--- src/rtl/decode_queue_pkg.sv ---
// decode_queue_pkg: opcode/funct/rt/rs constants, control-word layout and encodings, queue payload type.
package decode_queue_pkg;

    localparam logic [5:0] OP_SPECIAL  = 6'b000000;
    localparam logic [5:0] OP_REGIMM   = 6'b000001;
    localparam logic [5:0] OP_J        = 6'b000010;
    localparam logic [5:0] OP_JAL      = 6'b000011;
    localparam logic [5:0] OP_BEQ      = 6'b000100;
    localparam logic [5:0] OP_BNE      = 6'b000101;
    localparam logic [5:0] OP_BLEZ     = 6'b000110;
    localparam logic [5:0] OP_BGTZ     = 6'b000111;
    localparam logic [5:0] OP_ADDI     = 6'b001000;
    localparam logic [5:0] OP_ADDIU    = 6'b001001;
    localparam logic [5:0] OP_SLTI     = 6'b001010;
    localparam logic [5:0] OP_SLTIU    = 6'b001011;
    localparam logic [5:0] OP_ANDI     = 6'b001100;
    localparam logic [5:0] OP_ORI      = 6'b001101;
    localparam logic [5:0] OP_XORI     = 6'b001110;
    localparam logic [5:0] OP_LUI      = 6'b001111;
    localparam logic [5:0] OP_COP0     = 6'b010000;
    localparam logic [5:0] OP_SPECIAL2 = 6'b011100;
    localparam logic [5:0] OP_LB       = 6'b100000;
    localparam logic [5:0] OP_LH       = 6'b100001;
    localparam logic [5:0] OP_LW       = 6'b100011;
    localparam logic [5:0] OP_LBU      = 6'b100100;
    localparam logic [5:0] OP_LHU      = 6'b100101;
    localparam logic [5:0] OP_SB       = 6'b101000;
    localparam logic [5:0] OP_SH       = 6'b101001;
    localparam logic [5:0] OP_SW       = 6'b101011;
    localparam logic [5:0] OP_ALL1     = 6'b111111;

    localparam logic [5:0] F_SLL     = 6'b000000;
    localparam logic [5:0] F_SRL     = 6'b000010;
    localparam logic [5:0] F_SRA     = 6'b000011;
    localparam logic [5:0] F_SLLV    = 6'b000100;
    localparam logic [5:0] F_SRLV    = 6'b000110;
    localparam logic [5:0] F_SRAV    = 6'b000111;
    localparam logic [5:0] F_JR      = 6'b001000;
    localparam logic [5:0] F_JALR    = 6'b001001;
    localparam logic [5:0] F_SYSCALL = 6'b001100;
    localparam logic [5:0] F_BREAK   = 6'b001101;
    localparam logic [5:0] F_MFHI    = 6'b010000;
    localparam logic [5:0] F_MTHI    = 6'b010001;
    localparam logic [5:0] F_MFLO    = 6'b010010;
    localparam logic [5:0] F_MTLO    = 6'b010011;
    localparam logic [5:0] F_MULT    = 6'b011000;
    localparam logic [5:0] F_MULTU   = 6'b011001;
    localparam logic [5:0] F_DIV     = 6'b011010;
    localparam logic [5:0] F_DIVU    = 6'b011011;
    localparam logic [5:0] F_ADD     = 6'b100000;
    localparam logic [5:0] F_ADDU    = 6'b100001;
    localparam logic [5:0] F_SUB     = 6'b100010;
    localparam logic [5:0] F_SUBU    = 6'b100011;
    localparam logic [5:0] F_AND     = 6'b100100;
    localparam logic [5:0] F_OR      = 6'b100101;
    localparam logic [5:0] F_XOR     = 6'b100110;
    localparam logic [5:0] F_NOR     = 6'b100111;
    localparam logic [5:0] F_SLT     = 6'b101010;
    localparam logic [5:0] F_SLTU    = 6'b101011;

    localparam logic [5:0] F2_MADD  = 6'b000000;
    localparam logic [5:0] F2_MADDU = 6'b000001;
    localparam logic [5:0] F2_MUL   = 6'b000010;
    localparam logic [5:0] F2_MSUB  = 6'b000100;
    localparam logic [5:0] F2_MSUBU = 6'b000101;

    localparam logic [4:0] RT_BLTZ   = 5'b00000;
    localparam logic [4:0] RT_BGEZ   = 5'b00001;
    localparam logic [4:0] RT_BLTZAL = 5'b10000;
    localparam logic [4:0] RT_BGEZAL = 5'b10001;

    localparam logic [4:0] RS_MFC0 = 5'b00000;
    localparam logic [4:0] RS_MTC0 = 5'b00100;
    localparam logic [4:0] RS_ERET = 5'b10000;

    localparam int CB_REGWRITE = 11;
    localparam int CB_REGDST   = 9;
    localparam int CB_ALUSRC   = 8;
    localparam int CB_BRANCH   = 7;
    localparam int CB_MEMWRITE = 6;
    localparam int CB_MEMTOREG = 5;
    localparam int CB_JUMP     = 4;
    localparam int CB_HILO     = 3;
    localparam int CB_JBRAL    = 2;
    localparam int CB_JR       = 1;
    localparam int CB_CP0      = 0;

    localparam logic [11:0] M_REGWRITE  = 12'(1) << CB_REGWRITE;
    localparam logic [11:0] M_REGDST_RD = 12'(1) << CB_REGDST;
    localparam logic [11:0] M_REGDST_RA = 12'(2) << CB_REGDST;
    localparam logic [11:0] M_ALUSRC    = 12'(1) << CB_ALUSRC;
    localparam logic [11:0] M_BRANCH    = 12'(1) << CB_BRANCH;
    localparam logic [11:0] M_MEMWRITE  = 12'(1) << CB_MEMWRITE;
    localparam logic [11:0] M_MEMTOREG  = 12'(1) << CB_MEMTOREG;
    localparam logic [11:0] M_JUMP      = 12'(1) << CB_JUMP;
    localparam logic [11:0] M_HILO      = 12'(1) << CB_HILO;
    localparam logic [11:0] M_JBRAL     = 12'(1) << CB_JBRAL;
    localparam logic [11:0] M_JR        = 12'(1) << CB_JR;
    localparam logic [11:0] M_CP0       = 12'(1) << CB_CP0;

    localparam logic [11:0] CTRL_NONE   = 12'b0;
    localparam logic [11:0] CTRL_RTYPE  = M_REGWRITE | M_REGDST_RD;
    localparam logic [11:0] CTRL_HILO   = M_HILO;
    localparam logic [11:0] CTRL_JR     = M_JR;
    localparam logic [11:0] CTRL_JALR   = M_REGWRITE | M_REGDST_RD | M_JBRAL | M_JR;
    localparam logic [11:0] CTRL_ALUI   = M_REGWRITE | M_ALUSRC;
    localparam logic [11:0] CTRL_BRANCH = M_BRANCH;
    localparam logic [11:0] CTRL_BRAL   = M_REGWRITE | M_REGDST_RA | M_BRANCH | M_JBRAL;
    localparam logic [11:0] CTRL_LOAD   = M_REGWRITE | M_ALUSRC | M_MEMTOREG;
    localparam logic [11:0] CTRL_STORE  = M_ALUSRC | M_MEMWRITE;
    localparam logic [11:0] CTRL_J      = M_JUMP;
    localparam logic [11:0] CTRL_JAL    = M_REGWRITE | M_REGDST_RA | M_JUMP | M_JBRAL;
    localparam logic [11:0] CTRL_MTC0   = M_CP0;
    localparam logic [11:0] CTRL_MFC0   = M_REGWRITE;

    typedef struct packed {
        logic [31:0] inst;
        logic [11:0] ctrl;
        logic        invalid;
        logic        syscall;
        logic        brk;
        logic        eret;
    } payload_t;

endpackage

--- src/rtl/decode_ctrl.sv ---
// decode_ctrl: combinational instruction -> control word and exception flags.
// SPECIAL2 (MUL/MADD/MSUB) decoding is enabled by defining DECODE_SPECIAL2_EN.
module decode_ctrl
    import decode_queue_pkg::*;
(
    input  logic [31:0] inst_i,
    output logic [11:0] ctrl_o,
    output logic        invalid_o,
    output logic        syscall_o,
    output logic        break_o,
    output logic        eret_o
);
    logic [5:0] op;
    logic [5:0] funct;
    logic [4:0] rs;
    logic [4:0] rt;
    logic       unused_bits;
    assign op          = inst_i[31:26];
    assign rs          = inst_i[25:21];
    assign rt          = inst_i[20:16];
    assign funct       = inst_i[5:0];
    assign unused_bits = ^inst_i[15:6];
    always_comb begin
        ctrl_o    = CTRL_NONE;
        invalid_o = 1'b0;
        syscall_o = 1'b0;
        break_o   = 1'b0;
        eret_o    = 1'b0;
        case (op)
            OP_SPECIAL: case (funct)
                F_ADD, F_ADDU, F_SUB, F_SUBU, F_AND, F_OR, F_XOR, F_NOR, F_SLT, F_SLTU,
                F_SLL, F_SRL, F_SRA, F_SLLV, F_SRLV, F_SRAV, F_MFHI, F_MFLO: ctrl_o = CTRL_RTYPE;
                F_MULT, F_MULTU, F_DIV, F_DIVU, F_MTHI, F_MTLO: ctrl_o = CTRL_HILO;
                F_JR:      ctrl_o = CTRL_JR;
                F_JALR:    ctrl_o = CTRL_JALR;
                F_SYSCALL: syscall_o = 1'b1;
                F_BREAK:   break_o = 1'b1;
                default:   invalid_o = 1'b1;
            endcase
            OP_REGIMM: case (rt)
                RT_BLTZ, RT_BGEZ:     ctrl_o = CTRL_BRANCH;
                RT_BLTZAL, RT_BGEZAL: ctrl_o = CTRL_BRAL;
                default:              invalid_o = 1'b1;
            endcase
            OP_J:   ctrl_o = CTRL_J;
            OP_JAL: ctrl_o = CTRL_JAL;
            OP_BEQ, OP_BNE, OP_BLEZ, OP_BGTZ: ctrl_o = CTRL_BRANCH;
            OP_ADDI, OP_ADDIU, OP_SLTI, OP_SLTIU, OP_ANDI, OP_ORI, OP_XORI, OP_LUI: ctrl_o = CTRL_ALUI;
            OP_LB, OP_LH, OP_LW, OP_LBU, OP_LHU: ctrl_o = CTRL_LOAD;
            OP_SB, OP_SH, OP_SW: ctrl_o = CTRL_STORE;
            OP_COP0: case (rs)
                RS_MFC0: ctrl_o = CTRL_MFC0;
                RS_MTC0: ctrl_o = CTRL_MTC0;
                RS_ERET: eret_o = 1'b1;
                default: invalid_o = 1'b1;
            endcase
`ifdef DECODE_SPECIAL2_EN
            OP_SPECIAL2: case (funct)
                F2_MUL: ctrl_o = CTRL_RTYPE;
                F2_MADD, F2_MADDU, F2_MSUB, F2_MSUBU: ctrl_o = CTRL_HILO;
                default: invalid_o = 1'b1;
            endcase
`else
            OP_SPECIAL2: invalid_o = 1'b1;
`endif
            OP_ALL1: ctrl_o = CTRL_RTYPE;
            default: invalid_o = 1'b1;
        endcase
    end
endmodule

--- src/rtl/decode_queue.sv ---
// decode_queue: decodes fetched {pc, inst} at enqueue and buffers results in a DEPTH-entry circular queue.
// Optional SPECIAL2 decoding via DECODE_SPECIAL2_EN (see decode_ctrl).
module decode_queue
    import decode_queue_pkg::*;
#(
    parameter int DEPTH = 4,
    parameter int PC_W  = 32
) (
    input  logic                       clk,
    input  logic                       rst,
    input  logic                       flush,
    input  logic                       in_valid,
    output logic                       in_ready,
    input  logic [PC_W-1:0]            in_pc,
    input  logic [31:0]                in_inst,
    output logic                       out_valid,
    input  logic                       out_ready,
    output logic [PC_W-1:0]            out_pc,
    output logic [31:0]                out_inst,
    output logic [11:0]                out_ctrl,
    output logic                       out_invalid,
    output logic                       out_syscall,
    output logic                       out_break,
    output logic                       out_eret,
    output logic [$clog2(DEPTH):0]     occupancy
);
    localparam int PW = $clog2(DEPTH);
    localparam int CW = PW + 1;
    logic [PC_W-1:0] pc_mem_q [DEPTH];
    payload_t        mem_q [DEPTH];
    payload_t        dec;
    payload_t        head;
    logic [PW-1:0]   wr_q, wr_d, rd_q, rd_d;
    logic [CW-1:0]   cnt_q, cnt_d;
    logic            push, pop;
    decode_ctrl u_dec (
        .inst_i    (in_inst),
        .ctrl_o    (dec.ctrl),
        .invalid_o (dec.invalid),
        .syscall_o (dec.syscall),
        .break_o   (dec.brk),
        .eret_o    (dec.eret)
    );
    assign dec.inst  = in_inst;
    assign in_ready  = cnt_q != CW'(DEPTH);
    assign out_valid = cnt_q != '0;
    assign push      = in_valid && in_ready;
    assign pop       = out_valid && out_ready;
    always_comb begin
        wr_d  = flush ? '0 : wr_q + PW'(push);
        rd_d  = flush ? '0 : rd_q + PW'(pop);
        cnt_d = flush ? '0 : cnt_q + CW'(push) - CW'(pop);
    end
    always_ff @(posedge clk) begin
        if (rst) begin
            wr_q  <= '0;
            rd_q  <= '0;
            cnt_q <= '0;
        end else begin
            wr_q  <= wr_d;
            rd_q  <= rd_d;
            cnt_q <= cnt_d;
        end
    end
    // Storage needs no reset: outputs are masked to zero whenever the queue is empty.
    always_ff @(posedge clk) begin
        if (push && !flush && !rst) begin
            pc_mem_q[wr_q] <= in_pc;
            mem_q[wr_q]    <= dec;
        end
    end
    assign head        = out_valid ? mem_q[rd_q] : '0;
    assign out_pc      = out_valid ? pc_mem_q[rd_q] : '0;
    assign out_inst    = head.inst;
    assign out_ctrl    = head.ctrl;
    assign out_invalid = head.invalid;
    assign out_syscall = head.syscall;
    assign out_break   = head.brk;
    assign out_eret    = head.eret;
    assign occupancy   = cnt_q;
endmodule
--- config.mk ---
export PLATFORM = sky130hd
export DESIGN_NAME = decode_queue
export DESIGN_NICKNAME = d
export VERILOG_FILES = /design/src/rtl/decode_queue_pkg.sv /design/src/rtl/decode_ctrl.sv /design/src/rtl/decode_queue.sv
export SDC_FILE = /design/constraint.sdc
export NUM_CORES = 1
export LEC_CHECK = 0
export ABC_AREA = 1
export CELL_PAD_IN_SITES_DETAIL_PLACEMENT = 0
export CELL_PAD_IN_SITES_GLOBAL_PLACEMENT = 2
export CORE_MARGIN = 5
export CORE_UTILIZATION = 34
export DETAILED_ROUTE_END_ITERATION = 7
export PLACE_DENSITY_LB_ADDON = 0.1
export SLEW_MARGIN = 20
export SYNTH_ARGS = -nofsm -noshare
export SYNTH_HDL_FRONTEND = slang
export SYNTH_HIERARCHICAL = 1
export SYNTH_SLANG_ARGS = --single-unit
--- constraint.sdc ---
create_clock -name clk -period 4.7 [get_ports clk]
set_clock_uncertainty 0.05 [all_clocks]
set_input_delay 0.705 -clock clk [delete_from_list [all_inputs] [get_ports clk]]
set_output_delay 0.705 -clock clk [all_outputs]
set_load 0.03 [all_outputs]
==> results of run 1 <==
==> routing by layer <==
| layer | up-vias | GRT usage (%) | wire length [um] |
|---|---|---|---|
| met3 | 56 | 3.03 | 1350 |
| li1 | 4203 | - | - |
| met1 | 4219 | 21.1 | 15800 |
| met4 | 2 | 4.55 | 691 |
| met2 | 147 | 26.8 | 17000 |
| met5 | - | 0 | 7 |
==> cell usage in the layout (no fill, tap or decap), drive strengths merged <==
cell type,netlist,final
nor2,369,369
edfxtp,320,320
o21ai,161,161
clkdlybuf4s50,0,153
a21oi,82,82
nand2,54,54
clkbuf,14,52
inv,35,33
nand3,20,20
buf,46,17
clkinv,0,16
dfxtp,7,7
nand4,2,2
ha,2,2
xnor2,1,1
xor2,1,1
fa,1,1
bufinv,0,1
nor3,1,1
nand3b,1,1
==> stage by stage <==
stage,instances,TNS (ps)
2_1_floorplan,1117,-124230
3_5_place_dp,1745,0
3_3_place_gp,1745,0
5_1_grt,1812,0
6_report,1812,0
4_1_cts,1812,0
==> final cells by class <==
type	count	area [sq um]	share of cell area, %
sequential	327	9760	59.1
clock buffer	52	1070	6.47
inverter	35	136	0.826
timing repair buffer	170	1700	10.3
tap	518	648	3.93
clock inverter	15	85.1	0.515
multi-input combinational	695	3120	18.9
==> critical path, cell delays in order, from the launching register on <==
cell and delay [ps]:
dfxtp_1 380, inv_1 70, nand2_1 180, clkinv_2 560, buf_4 470, a21oi_1 240, clkdlybuf4s50_1 720
==> registers in the layout, indices dropped and copies added, names as in the netlist <==
signal and flops:
occupancy 3, mem_q 192, wr_q 2, rd_q 2, pc_mem_q 128
==> cell families (layout without fill, tap and decap cells) <==
logic type,Yosys count,in the layout,synth area share (%)
AOI/OAI and AO/OA,243,243,9.13
xor gates and xnor gates,2,2,0.132
adders and majority gates,3,3,0.338
buffers and inverters,95,272,3.61
DFF,327,327,73.2
and+or+nand+nor,447,447,13.6
==> power groups by stage <==
stage,Combinational (W),Sequential (W),Clock [W]
after CTS,0.000638,0.00324,0.00282
after floorplan,0.000323,0.00331,0
after global placement,0.000635,0.00330,0
final,0.000622,0.00324,0.00273
after detailed placement,0.000635,0.00330,0
after global routing,0.000675,0.00324,0.00295
==> final timing paths <==
path                                 end  cells after the start
setup / recovery             out_ctrl[8]                      6
hold / removal        wr_q[1]$_SDFF_PP0_                      2
setup reg to reg  mem_q[0][26]$_DFFE_PP_                      7
hold reg to reg       wr_q[1]$_SDFF_PP0_                      2
==> summary.md, run 1 <==
| Metric | Value |
|---|---|
| CTS H-tree depth | 2 |
| Sequential area share after synthesis | 73.2% |
| Clock Pin Slew Worst Setup and Hold Paths | roughly 60 ps |
| Leakage power | 5.58 nW |
| Top FF cell, synth | edfxtp_1 |
| Final setup vio count | 0 |
| Fin Hold WS | slightly above 500 ps |
| Synth top cells by count | nor2_1 (358), edfxtp_1 (320), o21ai_0 (83) |
| Count leader, synth | nor2_1 |
| CP endpoint kind | output pin |
| Area fraction of the dominant cell type after synthesis | around 72% |
| Min Tclk post-route | about 4000 ps |
| Peak VDD IR | 246 uV |
| # IOs | around 150 |
| Sw Share | a little under a quarter |
| Via-per-instance ratio | 4.76 |
| Clock power frac | between 40% and 50% |
| Synth Net Count | 1,189 |
| Clock Sinks | ~330 |
| Final period util | between 80% and 90% |
| Final instance area | ~0.017 sq mm |
| Power per cell area | ~400 mW/mm^2 |
| Rel. slew slack | between 30% and 40% |
| R2R setup slack | approximately 2400 ps |
| CTS Hold Bufs | 0 |
| Vias | 8,627 |
| First-pass GRT wire length | 53,500 um |
| Area leader, netlist | edfxtp_1 |
| Nets | about 1.3k |
| Design Power | ~0.0066 W |
| Internal | a little over 0.005 W |
| Final WS setup | roughly 750 ps |
| ANT cells | 0 |
| IO Port Bufs | about 150 |
| Mean post-synth cell area | roughly 12 sq um |
| Fin. max-slew vios | 0 |
| Row count | 72 |
| Distinct cells, synth | 30 |
| Unrepaired setup endpoints after global routing | no |
| HPWL Detailed | about 19,000 um |
| Hold Vio Cnt, Final | 0 |
| DIE AREA | approximately 0.043 sq mm |
| Skew-Pair Late Insertion Delay | approximately 530 ps |
| Synth async-reset ratio | 0% |
| Largest net degree at the start of global routing | about 160 |
| Flop pwr share | 49.2% |
| CP required | 3940 ps |
| Share of cells above drive strength 1 | under 10% |
| Critical path type | flop to output pin |
| Grt ovf | 0 |
| Worst r2r src | occupancy[1]$_SDFF_PP0_ |
| Cells after Synth | between 1k and 1.5k |
| Synthesis Warnings | 6 |
| #FFs+latches synth | about 330 |
| Fmax | about 0.25 GHz |
| Max cap viols | 0 |
| Total Wirelength | ~35,000 um |
| CTS Root Cell | clkbuf_16 |
| Initial antenna violation count | 1 |
| Post-synth EDFFs | 320 |
| Crit path launch type | flop |
| Post-DP Area | 0.0154 sq mm |
| Crit path arrival time | approximately 3200 ps |
| Util after Layout | a little over two fifths |
| Final antenna-violating net count | 0 |
| Postcts setup bufs | 0 |
| Iteration-0 DRC Markers | 413 |
| Sw power | between 0.0015 and 0.002 W |
| Clk buf depth | 3 |
| DRC errors left | 0 |
| Vias in the first global route | around 9k |
| Worst hold path type | flop to flop |
| CTS tree | done |
| Worst setup path startpoint | occupancy[2]$_SDFF_PP0_ |
| Worst-Margin Slew | 925 ps |
| Die Span Y | between 200 and 250 um |
| Mapped cell area | 0.0133 sq mm |
| Overall routing resource usage | between 10% and 20% |
| Worst Path Max Fanout | 36 |
| Initial Utilization | 34.4% |
| PostCTS Resize Cnt | 0 |
| Setup WS pre-CTS | about 1200 ps |
| Combinational share of power | a little under a tenth |
| # fillers | ~3.7k |
| Outcome | completed |
| Area contributors post-synth | edfxtp_1 (72%), nor2_1 (10%), o21ai_0 (3.1%), a21oi_1 (3.1%), o21ai_1 (2.9%) |
| Core ar. | 0.0387 sq mm |
| Placer congestion estimate | roughly 0.73 |
| Die width | a little over 200 um |
| Hold path startpoint | wr_q[1]$_SDFF_PP0_ |
| Total CTS buffers | 38 |
| DR pass1 iterations | 4 |
| Post-DR wirelength/cell | 19.3 um |
| Synthesis-to-finish area growth | 24.0% |
Power figures use the tool's default switching activity.
==> inputs of run 2 (changes only) <==
clock period = 3.4 ns   (was 4.7 ns; I/O delays follow)
==> run 2 against run 1 <==
Against the previous run:
- critical path depth shrank 1
- count of clock-buffer cells in the layout fell by 7
- worst hold slack improved by 8.4 ps
- combinational power is 46% higher
- global-route usage is 0.43 points lower
- final cell count rose by 0.28%
- final area up 0.63%
- die area is the same
==> summary.md, run 2 (synthesis gave the netlist of run 1 again) <==
| Metric | Value |
|---|---|
| Outcome | completed |
| CTS tree | done |
| Worst-Margin Slew | 607 ps (-318 ps) |
| Vias | 8,588 (-0.45%) |
| HPWL Detailed | 19,900 um (+2.2%) |
| Iteration-0 DRC Markers | 456 (+10%) |
| # IOs | 154 (unchanged) |
| Rel. slew slack | 59.2% (+21 points) |
| Post-DR wirelength/cell | 18.9 um (-2.1%) |
| Fmax | 0.317 GHz |
| Critical path type | flop to output pin |
| Share of cells above drive strength 1 | 14.2% (+7.1 points) |
| Fin cells | 1,817 (+0.28%) |
| Leakage power | 5.83 nW (+4.3%) |
| Die width | 208 um (unchanged) |
| Initial Utilization | 34.4% (unchanged) |
| Die Span Y | 208 um (unchanged) |
| Clk buf depth | 3 (unchanged) |
| Crit path arrival time | 2600 ps (-600 ps) |
| Unrepaired setup endpoints after global routing | no |
| CTS Root Cell | clkbuf_16 |
| Max FFs per register | 192 (unchanged) |
| DR pass1 iterations | 4 (unchanged) |
| IO Port Bufs | 153 (unchanged) |
| Synthesis-to-finish area growth | 24.7% |
| Most common cell after layout, fill and taps aside | nor2_1 |
| Crit path launch type | flop |
| Postcts setup bufs | 0 (unchanged) |
| Nets | 1,347 (+0.60%) |
| Skew-Pair Late Insertion Delay | 500 ps (-30 ps) |
| Design Power | 0.00907 W (+37%) |
| Final setup vio count | 0 (unchanged) |
| Most frequent cells in the layout | nor2_1 (354), edfxtp_1 (320), o21ai_0 (83) |
| Row count | 72 (unchanged) |
| Vias in the first global route | 8,550 (-2.5%) |
| DIE AREA | 0.0432 sq mm (unchanged) |
| Largest net degree at the start of global routing | 81 (-50%) |
| Max cap viols | 0 (unchanged) |
| Clock Sinks | 327 (unchanged) |
| Total CTS buffers | 39 (+2.6%) |
| Worst hold path type | flop to flop |
| Placer congestion estimate | 0.730 (-0.19%) |
| First-pass GRT wire length | 52,500 um (-1.9%) |
| Worst Path Max Fanout | 46 (+28%) |
| Clock Pin Slew Worst Setup and Hold Paths | 50 ps (about the same) |
| Peak VDD IR | 313 uV (+27%) |
| ANT cells | 0 (unchanged) |
| PostCTS Resize Cnt | 0 (unchanged) |
| Power per cell area | 546 mW/mm^2 (+37%) |
| Final antenna-violating net count | 0 (unchanged) |
| Core ar. | 0.0387 sq mm (unchanged) |
| Min Tclk post-route | 3160 ps |
| CTS H-tree depth | 2 (unchanged) |
| Grt ovf | 0 (unchanged) |
| Final period util | between 90% and 100% |
| DRC errors left | 0 (unchanged) |
| CP endpoint kind | output pin |
| CTS Hold Bufs | 0 (unchanged) |
| CP required | 2840 ps (-1100 ps) |
| Initial antenna violation count | 1 (unchanged) |
| Hold Vio Cnt, Final | 0 (unchanged) |
| Overall routing resource usage | 15.5% (-0.43 points) |
| Fin. max-slew vios | 0 (unchanged) |
| Total Wirelength | 34,300 um (-1.8%) |
| Reg with most FFs | mem_q |
| Via-per-instance ratio | 4.73 (-0.73%) |
| Placed insts | 1,752 (+0.40%) |
## run 2: layer usage
layer  wire [um]  GRT usage [%]  vias up
met5           7              0        -
met2       16500           25.8      157
met4         559           3.47        2
met3        1430           2.74       46
li1            -              -     4217
met1       15700           21.3     4166
## run 2: cell type report
type	instances	area (sq um)
Tap cell	518	648
Clock buffer	45	998
Multi-Input combinational cell	695	3120
Timing Repair Buffer	177	1840
Sequential cell	327	9760
Clock inverter	20	119
Fill cell	3666	22100
Inverter	35	135
## run 2: critical path, stage by stage (launching register included)
cell     delay, ps
dfxtp_4        470
inv_4          490
buf_4          390
o21ai_0        140
a21oi_1        330
buf_4          240
## run 2: worst paths after layout
check / slack, ps / startpoint / cells after the start / endpoint
setup / recovery: 240 / rd_q[0]$_SDFF_PP0_ / 5 / out_inst[18]
hold / removal: 520 / wr_q[1]$_SDFF_PP0_ / 2 / wr_q[1]$_SDFF_PP0_
setup reg to reg: 1290 / occupancy[1]$_SDFF_PP0_ / 7 / mem_q[3][25]$_DFFE_PP_
hold reg to reg: 520 / wr_q[1]$_SDFF_PP0_ / 2 / wr_q[1]$_SDFF_PP0_
## run 2: where the power goes
group          switching (W)  leakage, nW  internal, W  total, W
registers          0.0000169         2.97      0.00447   0.00449
logic               0.000573         2.31     0.000335  0.000908
clock network        0.00151        0.550      0.00216   0.00367
## run 2: through the flow
stage | worst slack [ps] | setup TNS [ps] | cell area (sq um) | hold WS, ps | utilization [%]
after floorplan | -388 | -124270 | 13300 | 468 | -
after global placement | 711 | 0 | 15500 | 500 | 40.0
after detailed placement | 699 | 0 | 15500 | 517 | 40.0
after CTS | 149 | 0 | 16600 | 524 | 42.9
after global routing | 64.5 | 0 | 16600 | 572 | 42.9
final | 244 | 0 | 16600 | 523 | 42.9
==> inputs of run 3 (changes only) <==
SETUP_SLACK_MARGIN = 0.1   (was default)
SLEW_MARGIN = default   (was 20)
==> run 3 against run 2 <==
Against the previous run:
- routed wire length hardly changed
- setup slack better by 49 ps
- flip-flop and latch count stayed put
- fmax is 1.6% higher
- non-clock buffer count stayed put
- power hardly changed
- die area stayed put
- count of clock-buffer cells in the layout stayed put
- final area hardly changed
- combinational power hardly changed
- critical path type unchanged
- critical endpoint is now out_eret
- largest cell class unchanged
- largest power group unchanged
==> summary.md, run 3 (synthesis gave the netlist of run 1 again) <==
| Metric | Value |
|---|---|
| Max FFs per register | 192 (unchanged) |
| CP Cell Sequence | buf_4 > nor2_1 > nor2_1 > o21ai_0 > a21oi_1 > buf_4 |
| Worst-Margin Slew | 608 ps (+0.325 ps) |
| IO Port Bufs | 153 (unchanged) |
| Hold Vio Cnt, Final | 0 (unchanged) |
| Peak VDD IR | 313 uV (about the same) |
| Die Span Y | 208 um (unchanged) |
| Final period util | 91.4% (-1.5 points) |
| Post-DP Area | 0.0155 sq mm (unchanged) |
| Rel. slew slack | 59.2% (about the same) |
| Crit path launch type | flop |
| Crit path buf inv count | 2 (-1) |
| Fin cells | 1,817 (unchanged) |
| Iteration-0 DRC Markers | 454 (-0.44%) |
| Power per cell area | 546 mW/mm^2 (about the same) |
| HPWL Detailed | 19,900 um (unchanged) |
| Placed insts | 1,752 (unchanged) |
| Vias in the first global route | 8,550 (unchanged) |
| Row count | 72 (unchanged) |
| Fin. max-slew vios | 0 (unchanged) |
| DR pass1 iterations | 4 (unchanged) |
| Largest net degree at the start of global routing | 81 (unchanged) |
| CTS tree | done |
| Final WS setup | 293 ps (+49.4 ps) |
| Reg with most FFs | mem_q |
| Crit path arrival time | 2550 ps (-50 ps) |
| CP required | 2840 ps (about the same) |
| Outcome | completed |
| CTS H-tree depth | 2 (unchanged) |
| Nets | 1,347 (unchanged) |
| Vias | 8,579 (-0.10%) |
| Clk buf depth | 3 (unchanged) |
| Fmax | 0.322 GHz (+1.6%) |
| DRC errors left | 0 (unchanged) |
| Initial antenna violation count | 1 (unchanged) |
| ANT cells | 0 (unchanged) |
| Min Tclk post-route | 3110 ps (-49.4 ps) |
| Placer congestion estimate | 0.730 (unchanged) |
| Die width | 208 um (unchanged) |
| Grt ovf | 0 (unchanged) |
| Clock Sinks | 327 (unchanged) |
| Most frequent cells in the layout | nor2_1 (354), edfxtp_1 (320), o21ai_0 (83) |
| DIE AREA | 0.0432 sq mm (unchanged) |
| Via-per-instance ratio | 4.72 (-0.10%) |
| Setup WS pre-CTS | 699 ps (unchanged) |
| Overall routing resource usage | 15.5% (unchanged) |
| First-pass GRT wire length | 52,500 um (unchanged) |
| Initial Utilization | 34.4% (unchanged) |
| Total Wirelength | 34,300 um (about the same) |
| Worst Path Max Fanout | 45 (-2.2%) |
| Unrepaired setup endpoints after global routing | yes |
| Final setup vio count | 0 (unchanged) |
| Clock Pin Slew Worst Setup and Hold Paths | 50 ps (about the same) |
| # IOs | 154 (unchanged) |
| Skew-Pair Late Insertion Delay | 500 ps (about the same) |
| CP top delay family | buffers and inverters |
| CP endpoint kind | output pin |
| Leakage power | 5.83 nW (about the same) |
| Most common cell after layout, fill and taps aside | nor2_1 |
| CTS Root Cell | clkbuf_16 |
| Worst hold path type | flop to flop |
| Share of cells above drive strength 1 | 14.2% (unchanged) |
| Peak per-stage delay on the critical path | 630 ps (+140 ps) |
| Core ar. | 0.0387 sq mm (unchanged) |
| Final antenna-violating net count | 0 (unchanged) |
| Total CTS buffers | 39 (unchanged) |
| Crit-path slowest cell | dfxtp_4 |
| Max cap viols | 0 (unchanged) |
| Final setup TNS | 0 ps (unchanged) |
| Fin Hold WS | 523 ps (-0.160 ps) |
| Critical path type | flop to output pin |
| Post-DR wirelength/cell | 18.9 um (about the same) |
| Final instance area | 0.0166 sq mm (about the same) |
| Synthesis-to-finish area growth | 24.8% (about the same) |
## run 3: cell counts in the layout (fill, tap and decap cells not counted)
No cell type changed its count.
## run 3: worst paths after layout
check | endpoint | startpoint | slack (ps) | cells after the start
worst min-delay path | wr_q[1]$_SDFF_PP0_ | wr_q[1]$_SDFF_PP0_ | 520 | 2
worst max register to register | mem_q[3][25]$_DFFE_PP_ | occupancy[1]$_SDFF_PP0_ | 1290 | 7
worst max-delay path | out_eret | rd_q[0]$_SDFF_PP0_ | 290 | 6
worst min register to register | wr_q[1]$_SDFF_PP0_ | wr_q[1]$_SDFF_PP0_ | 520 | 2
## run 3: repair_timing
item,4_1_cts,5_1_grt
setup endpoints to repair,0,3
resized for setup,0,1
setup buffers,0,0
hold buffers,0,0
## run 3: report_power, final
part | internal (W) | switching (W)
combinational | 0.000335 | 0.000573
sequential | 0.00447 | 0.0000171
clock | 0.00216 | 0.00151
## run 3: final cells by class
cell class              instances  area [sq um]
clock buffers                  45           998
clock inverters                20           119
fillers                      3668         22100
inverters                      35           138
multi-input cells             695          3120
flip-flops and latches        327          9760
well taps                     518           648
repair buffers                177          1840
## run 3: worst register-to-register path, stage by stage, from the launching register on
cell	delay (ps)
dfxtp_1	390
nor2_1	90
nand2_1	90
nand2_1	80
inv_1	110
nand2_1	240
nor2_4	180
buf_12	440
## run 3: through the flow
step,utilization (%),power (W)
6_report,42.9,0.00907
5_1_grt,42.9,0.00943
4_1_cts,42.9,0.00922
3_5_place_dp,40.0,0.00550
3_3_place_gp,40.0,0.00550
2_1_floorplan,-,0.00502
## run 3: metal layers
metal	part of all wire [%]	track usage, %
met5	0.020	0
met4	1.6	3.47
met3	4.3	2.74
met2	48	25.8
met1	46	21.3
